### src/rtl/bk_sector_seq.sv
// bk_sector_seq: save-state sector sequencer between hps_io SD blocks and backup RAM
// Ports: clk_sys/RESET_n (sync, active-low) clock and reset; bk_ena/bk_load/bk_save/slot request side;
// sd_lba/sd_rd/sd_wr/sd_ack/sd_buff_addr/sd_buff_wr hps_io sector side; add_bk/wren_bk backup-RAM side;
// bk_state busy, bk_loading load in progress, done/err one-cycle completion/timeout pulses.
module bk_sector_seq #(
  parameter int          SECT_BITS = 6,
  parameter int          SLOT_BITS = 2,
  parameter logic [23:0] TIMEOUT   = 24'd12000000
) (
  input  logic                   clk_sys,
  input  logic                   RESET_n,
  input  logic                   bk_ena,
  input  logic                   bk_load,
  input  logic                   bk_save,
  input  logic [SLOT_BITS-1:0]   slot,
  output logic [31:0]            sd_lba,
  output logic                   sd_rd,
  output logic                   sd_wr,
  input  logic                   sd_ack,
  input  logic [8:0]             sd_buff_addr,
  input  logic                   sd_buff_wr,
  output logic [SECT_BITS+8:0]   add_bk,
  output logic                   wren_bk,
  output logic                   bk_state,
  output logic                   bk_loading,
  output logic                   done,
  output logic                   err
);
  typedef enum logic [1:0] {IDLE, REQ, XFER} state_t;
  state_t r_state, w_state_n;
  logic [SECT_BITS-1:0] r_sect, w_sect_n;
  logic [SLOT_BITS-1:0] r_slot, w_slot_n;
  logic [23:0] r_cnt, w_cnt_n;
  logic r_rd, w_rd_n, r_wr, w_wr_n, r_busy, w_busy_n, r_loading, w_loading_n;
  logic r_done, w_done_n, r_err, w_err_n;
  logic r_ld_q, r_sv_q, r_ack_q;
  logic w_ld, w_sv, w_ld_rise, w_sv_rise, w_ack_rise, w_ack_fall;
  assign w_ld = bk_load & bk_ena;
  assign w_sv = bk_save & bk_ena;
  assign w_ld_rise = w_ld & ~r_ld_q;
  assign w_sv_rise = w_sv & ~r_sv_q;
  // ack history runs in every state, so an ack already high at accept never looks like a rising edge
  assign w_ack_rise = sd_ack & ~r_ack_q;
  assign w_ack_fall = ~sd_ack & r_ack_q;
  assign sd_lba = 32'({r_slot, r_sect});
  assign sd_rd = r_rd;
  assign sd_wr = r_wr;
  assign add_bk = {r_sect, sd_buff_addr};
  assign wren_bk = sd_buff_wr & sd_ack & r_loading;
  assign bk_state = r_busy;
  assign bk_loading = r_loading;
  assign done = r_done;
  assign err = r_err;
  always_comb begin
    w_state_n = r_state;
    w_sect_n = r_sect;
    w_slot_n = r_slot;
    w_cnt_n = r_cnt;
    w_rd_n = r_rd;
    w_wr_n = r_wr;
    w_busy_n = r_busy;
    w_loading_n = r_loading;
    w_done_n = 1'b0;
    w_err_n = 1'b0;
    case (r_state)
      IDLE: if (w_ld_rise | w_sv_rise) begin
        w_state_n = REQ;
        w_loading_n = w_ld_rise;
        w_rd_n = w_ld_rise;
        w_wr_n = ~w_ld_rise;
        w_busy_n = 1'b1;
        w_slot_n = slot;
        w_sect_n = '0;
        w_cnt_n = '0;
      end
      REQ: if (w_ack_rise) begin
        w_state_n = XFER;
        w_rd_n = 1'b0;
        w_wr_n = 1'b0;
        w_cnt_n = '0;
      end else if (r_cnt == TIMEOUT - 24'd1) begin
        w_state_n = IDLE;
        w_rd_n = 1'b0;
        w_wr_n = 1'b0;
        w_busy_n = 1'b0;
        w_loading_n = 1'b0;
        w_err_n = 1'b1;
      end else w_cnt_n = r_cnt + 24'd1;
      XFER: if (w_ack_fall) begin
        if (&r_sect) begin
          w_state_n = IDLE;
          w_busy_n = 1'b0;
          w_loading_n = 1'b0;
          w_done_n = 1'b1;
        end else begin
          w_state_n = REQ;
          w_sect_n = r_sect + 1'b1;
          w_rd_n = r_loading;
          w_wr_n = ~r_loading;
        end
      end
      default: w_state_n = IDLE;
    endcase
  end
  always_ff @(posedge clk_sys) begin
    if (!RESET_n) begin
      r_state <= IDLE;
      r_sect <= '0;
      r_slot <= '0;
      r_cnt <= '0;
      r_rd <= 1'b0;
      r_wr <= 1'b0;
      r_busy <= 1'b0;
      r_loading <= 1'b0;
      r_done <= 1'b0;
      r_err <= 1'b0;
      r_ld_q <= 1'b0;
      r_sv_q <= 1'b0;
      r_ack_q <= 1'b0;
    end else begin
      r_state <= w_state_n;
      r_sect <= w_sect_n;
      r_slot <= w_slot_n;
      r_cnt <= w_cnt_n;
      r_rd <= w_rd_n;
      r_wr <= w_wr_n;
      r_busy <= w_busy_n;
      r_loading <= w_loading_n;
      r_done <= w_done_n;
      r_err <= w_err_n;
      r_ld_q <= w_ld;
      r_sv_q <= w_sv;
      r_ack_q <= sd_ack;
    end
  end
endmodule

### config.mk
export PLATFORM = sky130hd
export DESIGN_NAME = bk_sector_seq
export DESIGN_NICKNAME = d
export VERILOG_FILES = /design/src/rtl/bk_sector_seq.sv
export SDC_FILE = /design/constraint.sdc
export NUM_CORES = 1
export LEC_CHECK = 0
export ABC_AREA = 1
export BUFFER_PORTS_ARGS = -buffer_cell sky130_fd_sc_hd__buf_2
export CAP_MARGIN = 30
export CORE_MARGIN = 1
export CORE_UTILIZATION = 55
export CTS_CLUSTER_SIZE = 24
export DETAILED_ROUTE_END_ITERATION = 8
export PLACE_DENSITY = 0.81
export SYNTH_ARGS = -nofsm -noshare
export SYNTH_HDL_FRONTEND = slang
export SYNTH_SLANG_ARGS = --single-unit
### constraint.sdc
create_clock -name clk_sys -period 1.7 [get_ports clk_sys]
set_input_delay 0.085 -clock clk_sys [delete_from_list [all_inputs] [get_ports clk_sys]]
set_output_delay 0.085 -clock clk_sys [all_outputs]
set_load 0.1 [all_outputs]
# Word level (Yosys, flattened, before mapping)
# Index checks and enable logic that the tools add are counted.
[word_totals]
reg_bits = 43
elab_cells = 88
out_inout_bits = 54
[classes]
bitwise = 17
n_mux = 32
n_reduce_logical = 13
n_addsub = 2
n_eq_ne = 11
[ops]
columns = ["cell", "count"]
rows = [
  ["two-way mux 24 bit", 3],
  ["one-hot mux 24 bit (2 select lines)", 1],
  ["adder 24 x 1 -> 24 bit (second input constant)", 1],
  ["equality test 24 bit (second input constant)", 1],
  ["two-way mux 6 bit", 3],
  ["two-way mux 1 bit", 15],
  ["!= test 2 bit (second input constant)", 6],
  ["one-hot mux 1 bit (3 select lines)", 4],
  ["one-hot mux 6 bit (2 select lines)", 1],
  ["AND reduction 6 bit", 2],
  ["AND reduction 3 bit", 3],
  ["bitwise AND 1 bit", 8],
  ["two-way mux 2 bit", 4],
  ["NOT 1 bit", 8],
  ["adder 6 x 1 -> 6 bit (second input constant)", 1],
  ["!= test 3 bit (second input constant)", 2],
  ["one-hot mux 2 bit (3 select lines)", 1],
  ["AND reduction 5 bit", 1],
  ["AND reduction 4 bit", 1],
  ["nonzero test 2 bit", 2],
  ["nonzero test 3 bit", 1],
  ["OR reduction 3 bit", 1],
  ["equality test 2 x 1 -> 1 bit (second input constant)", 1],
  ["equality test 2 bit (second input constant)", 1],
  ["3 further kinds", 3],
]

# Longest topological paths before layout
[depth]
word_depth = 5
ltp_mapped = 12
depth_no_buf = 11

# Least setup slack after synthesis
# OpenSTA, ideal clock, no wires.
[synth_path]
path_type = "reg2reg"
from = "register r_sect[0]"
to = "register r_loading (netlist: bk_loading)"
slack_ns = -0.523
t_required_ns = 1.583
path_buffers = 0
setup_time_ns = 0.117
arrival_time_ns = 2.106
stages_incl_launch_ff = 9
synth_period_minus_slack_ns = 2.223
cell_sequence = "dfxtp_1 > ha_1 > nand3_1 > o21ai_0 > nand2_1 > nor2_1 > nand2_1 > o21ai_0 > nor2_1"
[synth_between]
elab_chain_cells = 3
[synth_rtl]
columns = ["item", "line", "source"]
rows = [
  ["start, declared", "31", "logic [SECT_BITS-1:0] r_sect, w_sect_n;"],
  ["start signal, assigned", "122", "r_sect <= w_sect_n;"],
  ["AND reduction 6 bit", "90", "if (&r_sect) begin"],
  ["!= test 2 bit (no source line)", "--", ""],
  ["AND reduction 6 bit (no source line)", "--", ""],
  ["end signal, assigned", "128", "r_loading <= w_loading_n;"],
  ["end, declared", "34", "logic r_rd, w_rd_n, r_wr, w_wr_n, r_busy, w_busy_n, r_loading, w_loading_n;"],
]
# No other way between the ends.
# A chain may end at the register's enable or synchronous reset.

# Worst setup path after layout
[layout_path]
from = "register r_state[0]"
to = "register r_sect[1]"
[layout_between]
elab_chain_cells = 3
elab_cells_between_ends = 8
[layout_rtl]
columns = ["item", "line", "source"]
rows = [
  ["start, declared", "30", "state_t r_state, w_state_n;"],
  ["start signal, assigned", "121", "r_state <= w_state_n;"],
  ["equality test 2 bit or zero test 2 bit (tied branches)", "65", "case (r_state)"],
  ["!= test 2 bit (no source line) or nonzero test 2 bit (tied branches)", "--", ""],
  ["AND reduction 4 bit (no source line)", "--", ""],
]
# Parallel ways exist; a longest one is shown, timed or not.

==> qor.txt <==
GP Congestion: 0.9181
Endpoint, Worst Hold: r_sv_q
mux cell area share after synthesis: 0
Max Clock Skew: 0.005238 ns
global route overflow: 0
die area: 5948 µm²
final core occ: 0.6289
worst reg2reg path depth: 8
Reg2Reg Setup Slack: 0.1 ns
Mapped Cells: 501
placement-stage cell area: 3164 µm²
Longest Clk Path Bufs: 2
WHS Path Cells: 3
initial antenna violation count: 0
Pint: 2.217 mW
critical path fanouts, max: 4
CTS tree: done
WP data required: 1.92 ns
maximum vdd drop: 1.160 mV
post-synthesis adder-cell area fraction: 0.02418
Psw: 2.603 mW
IO Port Bufs: 29
Synthesis Warnings: 0
syn_area_per_cell: 6.196 µm²
Total Power: 4.820 mW
vias in the first global route: 2,548
simple-gate share of the synthesized area: 0.4115
Compound-Gate Fraction of Synth Area: 0.07255
clk slew on worst S/H paths: 0.08 ns
drt initial violations: 273
max-cap violations: 0
CTS root buf: clkbuf_8
Die Y: 77.13 µm
CTS Buf Count: 5
remaining antenna violation count: 0
Detailed Place HPWL: 5.007 mm
Startpoint Class: register
Reg2Reg Launch Point: r_state[0]
Starting Density: 0.5890
core area: 5270 µm²
share of cells above drive strength 1: 0.1848
Seq cells post-synth: 43
Skew-Pair Late Insertion Delay: 0.30 ns
sequential fraction of the synthesis area: 0.2773
largest net degree at the start of global routing: 28
Post-Synth XOR/XNOR Area: 0.008464
drt first pass iters: 5
CP Capture Type: register
crit path time final: 1.604 ns
H-tree Lvls: 2
row cnt: 26
dpl cells: 586
Crit Path Category: reg -> reg
Flop pwr share: 0.267
RR Endpoint: r_sect[1]
Max Fclk: 0.6236 GHz
residual DRC count: 0
hold_sp: bk_save
PwrDens: 1454 nW/µm²
# setup viols final: 0
post-route insts no fill: 595
via count: 3,011
Tot GR Track Use: 0.2319
Die Width: 77.13 µm
Gate power share: 0.603
vias per cell: 5.061
Static Leak: 1.517 nW
WP data arrival: 1.82 ns
Clock power frac: 0.130
routed wire length: 6.845 mm
Unique masters post-synth: 32
Final #Nets: 549
I/O pin count: 72
Max Slew Vio Count: 0
final worst path period share: 0.9433
Hold/Removal Path Class: in -> reg
RSZ-0062 raised after global routing: true
n_diodes: 0
outcome: finished, final reports clean
Num Clock Sinks: 43
largest family of logic cells by synthesized area: simple AND/OR/NAND/NOR gates
Area Growth Syn to Fin: 6.772%
Hold Vio Cnt, Final: 0
filler cell count: 485
drt wl/cell: 11.50 µm
cell area after layout: 3314 µm²
mapped cell area: 3104 µm²
Fin Setup TNS: 0 ns
global-route wire length before repair: 11.27 mm
Switching Fraction: 0.5400
## synth_stat cells
cell,count,area share
ha_1,6,0.024
o21bai_1,1,0.0024
nor3_2,2,0.0064
inv_2,3,0.0036
buf_2,1,0.0016
nor4_1,1,0.0020
clkbuf_1,3,0.0036
nor2_1,92,0.11
and3_1,1,0.0020
dfxtp_1,43,0.28
a21oi_1,18,0.029
o211ai_1,1,0.0024
buf_8,1,0.0048
inv_1,64,0.077
conb_1,1,0.0012
xor2_1,3,0.0085
nand4_2,1,0.0040
nor2_4,1,0.0036
nand2_1,120,0.15
buf_4,41,0.099
buf_6,4,0.015
nand2_2,4,0.0081
o21ai_1,1,0.0016
o21ai_0,16,0.026
nor3_1,6,0.0097
nor2_2,2,0.0040
nand3_1,41,0.066
nand4_1,7,0.014
nand2_4,1,0.0036
nand3b_1,5,0.012
nand3_2,6,0.019
a21oi_2,4,0.011
## how the worst max path moves through the flow
| stage | start | slack [ns] | cells past startpoint | to |
|---|---|---|---|---|
| after floorplan | r_sect[1] | 0.06 | 8 | bk_loading |
| after global placement | r_state[0] | 0.1 | 8 | r_sect[2] |
| after detailed placement | r_cnt[1] | 0.04 | 11 | r_cnt[17] |
| after CTS | r_cnt[1] | 0.02 | 11 | r_cnt[17] |
| after global routing | r_cnt[1] | -0.03 | 11 | r_cnt[18] |
| final | r_state[0] | 0.1 | 8 | r_sect[1] |
## flip-flops by register name, indices dropped and copies added, names as in the netlist
| register | flops |
|---|---|
| bk_loading | 1 |
| bk_state | 1 |
| done | 1 |
| err | 1 |
| r_ack_q | 1 |
| r_cnt | 24 |
| r_ld_q | 1 |
| r_sect | 6 |
| r_slot | 2 |
| r_state | 2 |
| r_sv_q | 1 |
| sd_rd | 1 |
| sd_wr | 1 |
## cell usage in the layout, fill, tap and decap left out, drive strengths merged
cell and count:
nand4 8, o21bai 1, a21oi 22, nand2 125, nor3 8, clkinvlp 1
conb 24, nor4 1, nor2 95, and3 1, nand3b 5, o21ai 17
ha 6, o211ai 1, inv 67, xor2 3, clkbuf 6, dfxtp 43
nand3 47, buf 44
## logic make-up (layout without fill, tap and decap cells)
group                    Yosys count  in the layout
AO/OA/AOI/OAI                     41             41
AND/OR/NAND/NOR                  290            290
XOR/XNOR                           3              3
adder cells (fa/ha/maj)            6              6
other                              1             24
buffers and inverters            117            118
flip-flops                        43             43
## power by group through the flow
stage,clock network (mW),logic (mW),registers [mW]
after floorplan,0,1.95,1.78
after global placement,0,2.78,1.29
after detailed placement,0,2.81,1.30
after CTS,0.651,2.81,1.27
after global routing,0.690,3.18,1.31
final,0.629,2.91,1.29
## stage by stage
| step | setup WS [ns] | hold slack [ns] |
|---|---|---|
| finish | 0.09632 | 0.01517 |
| global route | -0.02690 | 0.03189 |
| CTS | 0.02319 | 0.006965 |
| detailed placement | 0.03863 | 0.1712 |
| global placement | 0.09676 | 0.1712 |
| floorplan | 0.06085 | 0.1629 |
## worst max-delay path, cell delays in order, from the launching register on
cell	delay [ns]
dfxtp_2	0.37
inv_1	0.07
ha_1	0.25
inv_1	0.17
o21ai_2	0.12
nor2_2	0.21
buf_4	0.15
nor2_1	0.03
nor3_1	0.16
## what timing repair did
| item | 4_1_cts | 5_1_grt |
|---|---|---|
| hold buffers | 0 | 0 |
| endpoints found under the setup margin | 0 | 36 |
| resized for setup | 0 | 21 |
| hold endpoints to repair | 0 | 0 |
| setup buffers | 0 | 2 |
## routing by layer
layer	routed length, µm	part of all wire	global-route usage	vias to the layer above
met5	0	0	0	-
met4	94	0.014	0.07358	0
met3	497	0.073	0.03452	14
met2	3089	0.45	0.3805	127
met1	3164	0.46	0.3098	1328
li1	-	-	-	1542
## cell type report
class / count / area [µm²] / area share
clock buffer: 6 / 72.57 / 0.02190
multi-input combinational: 364 / 1738 / 0.5243
clock inverter: 1 / 7.507 / 0.002265
timing repair buffer: 44 / 277.8 / 0.08381
inverter: 67 / 251.5 / 0.07588
sequential: 43 / 879.6 / 0.2654
tap: 70 / 87.58 / 0.02643
Note: power is estimated with default switching activity, not from simulation.
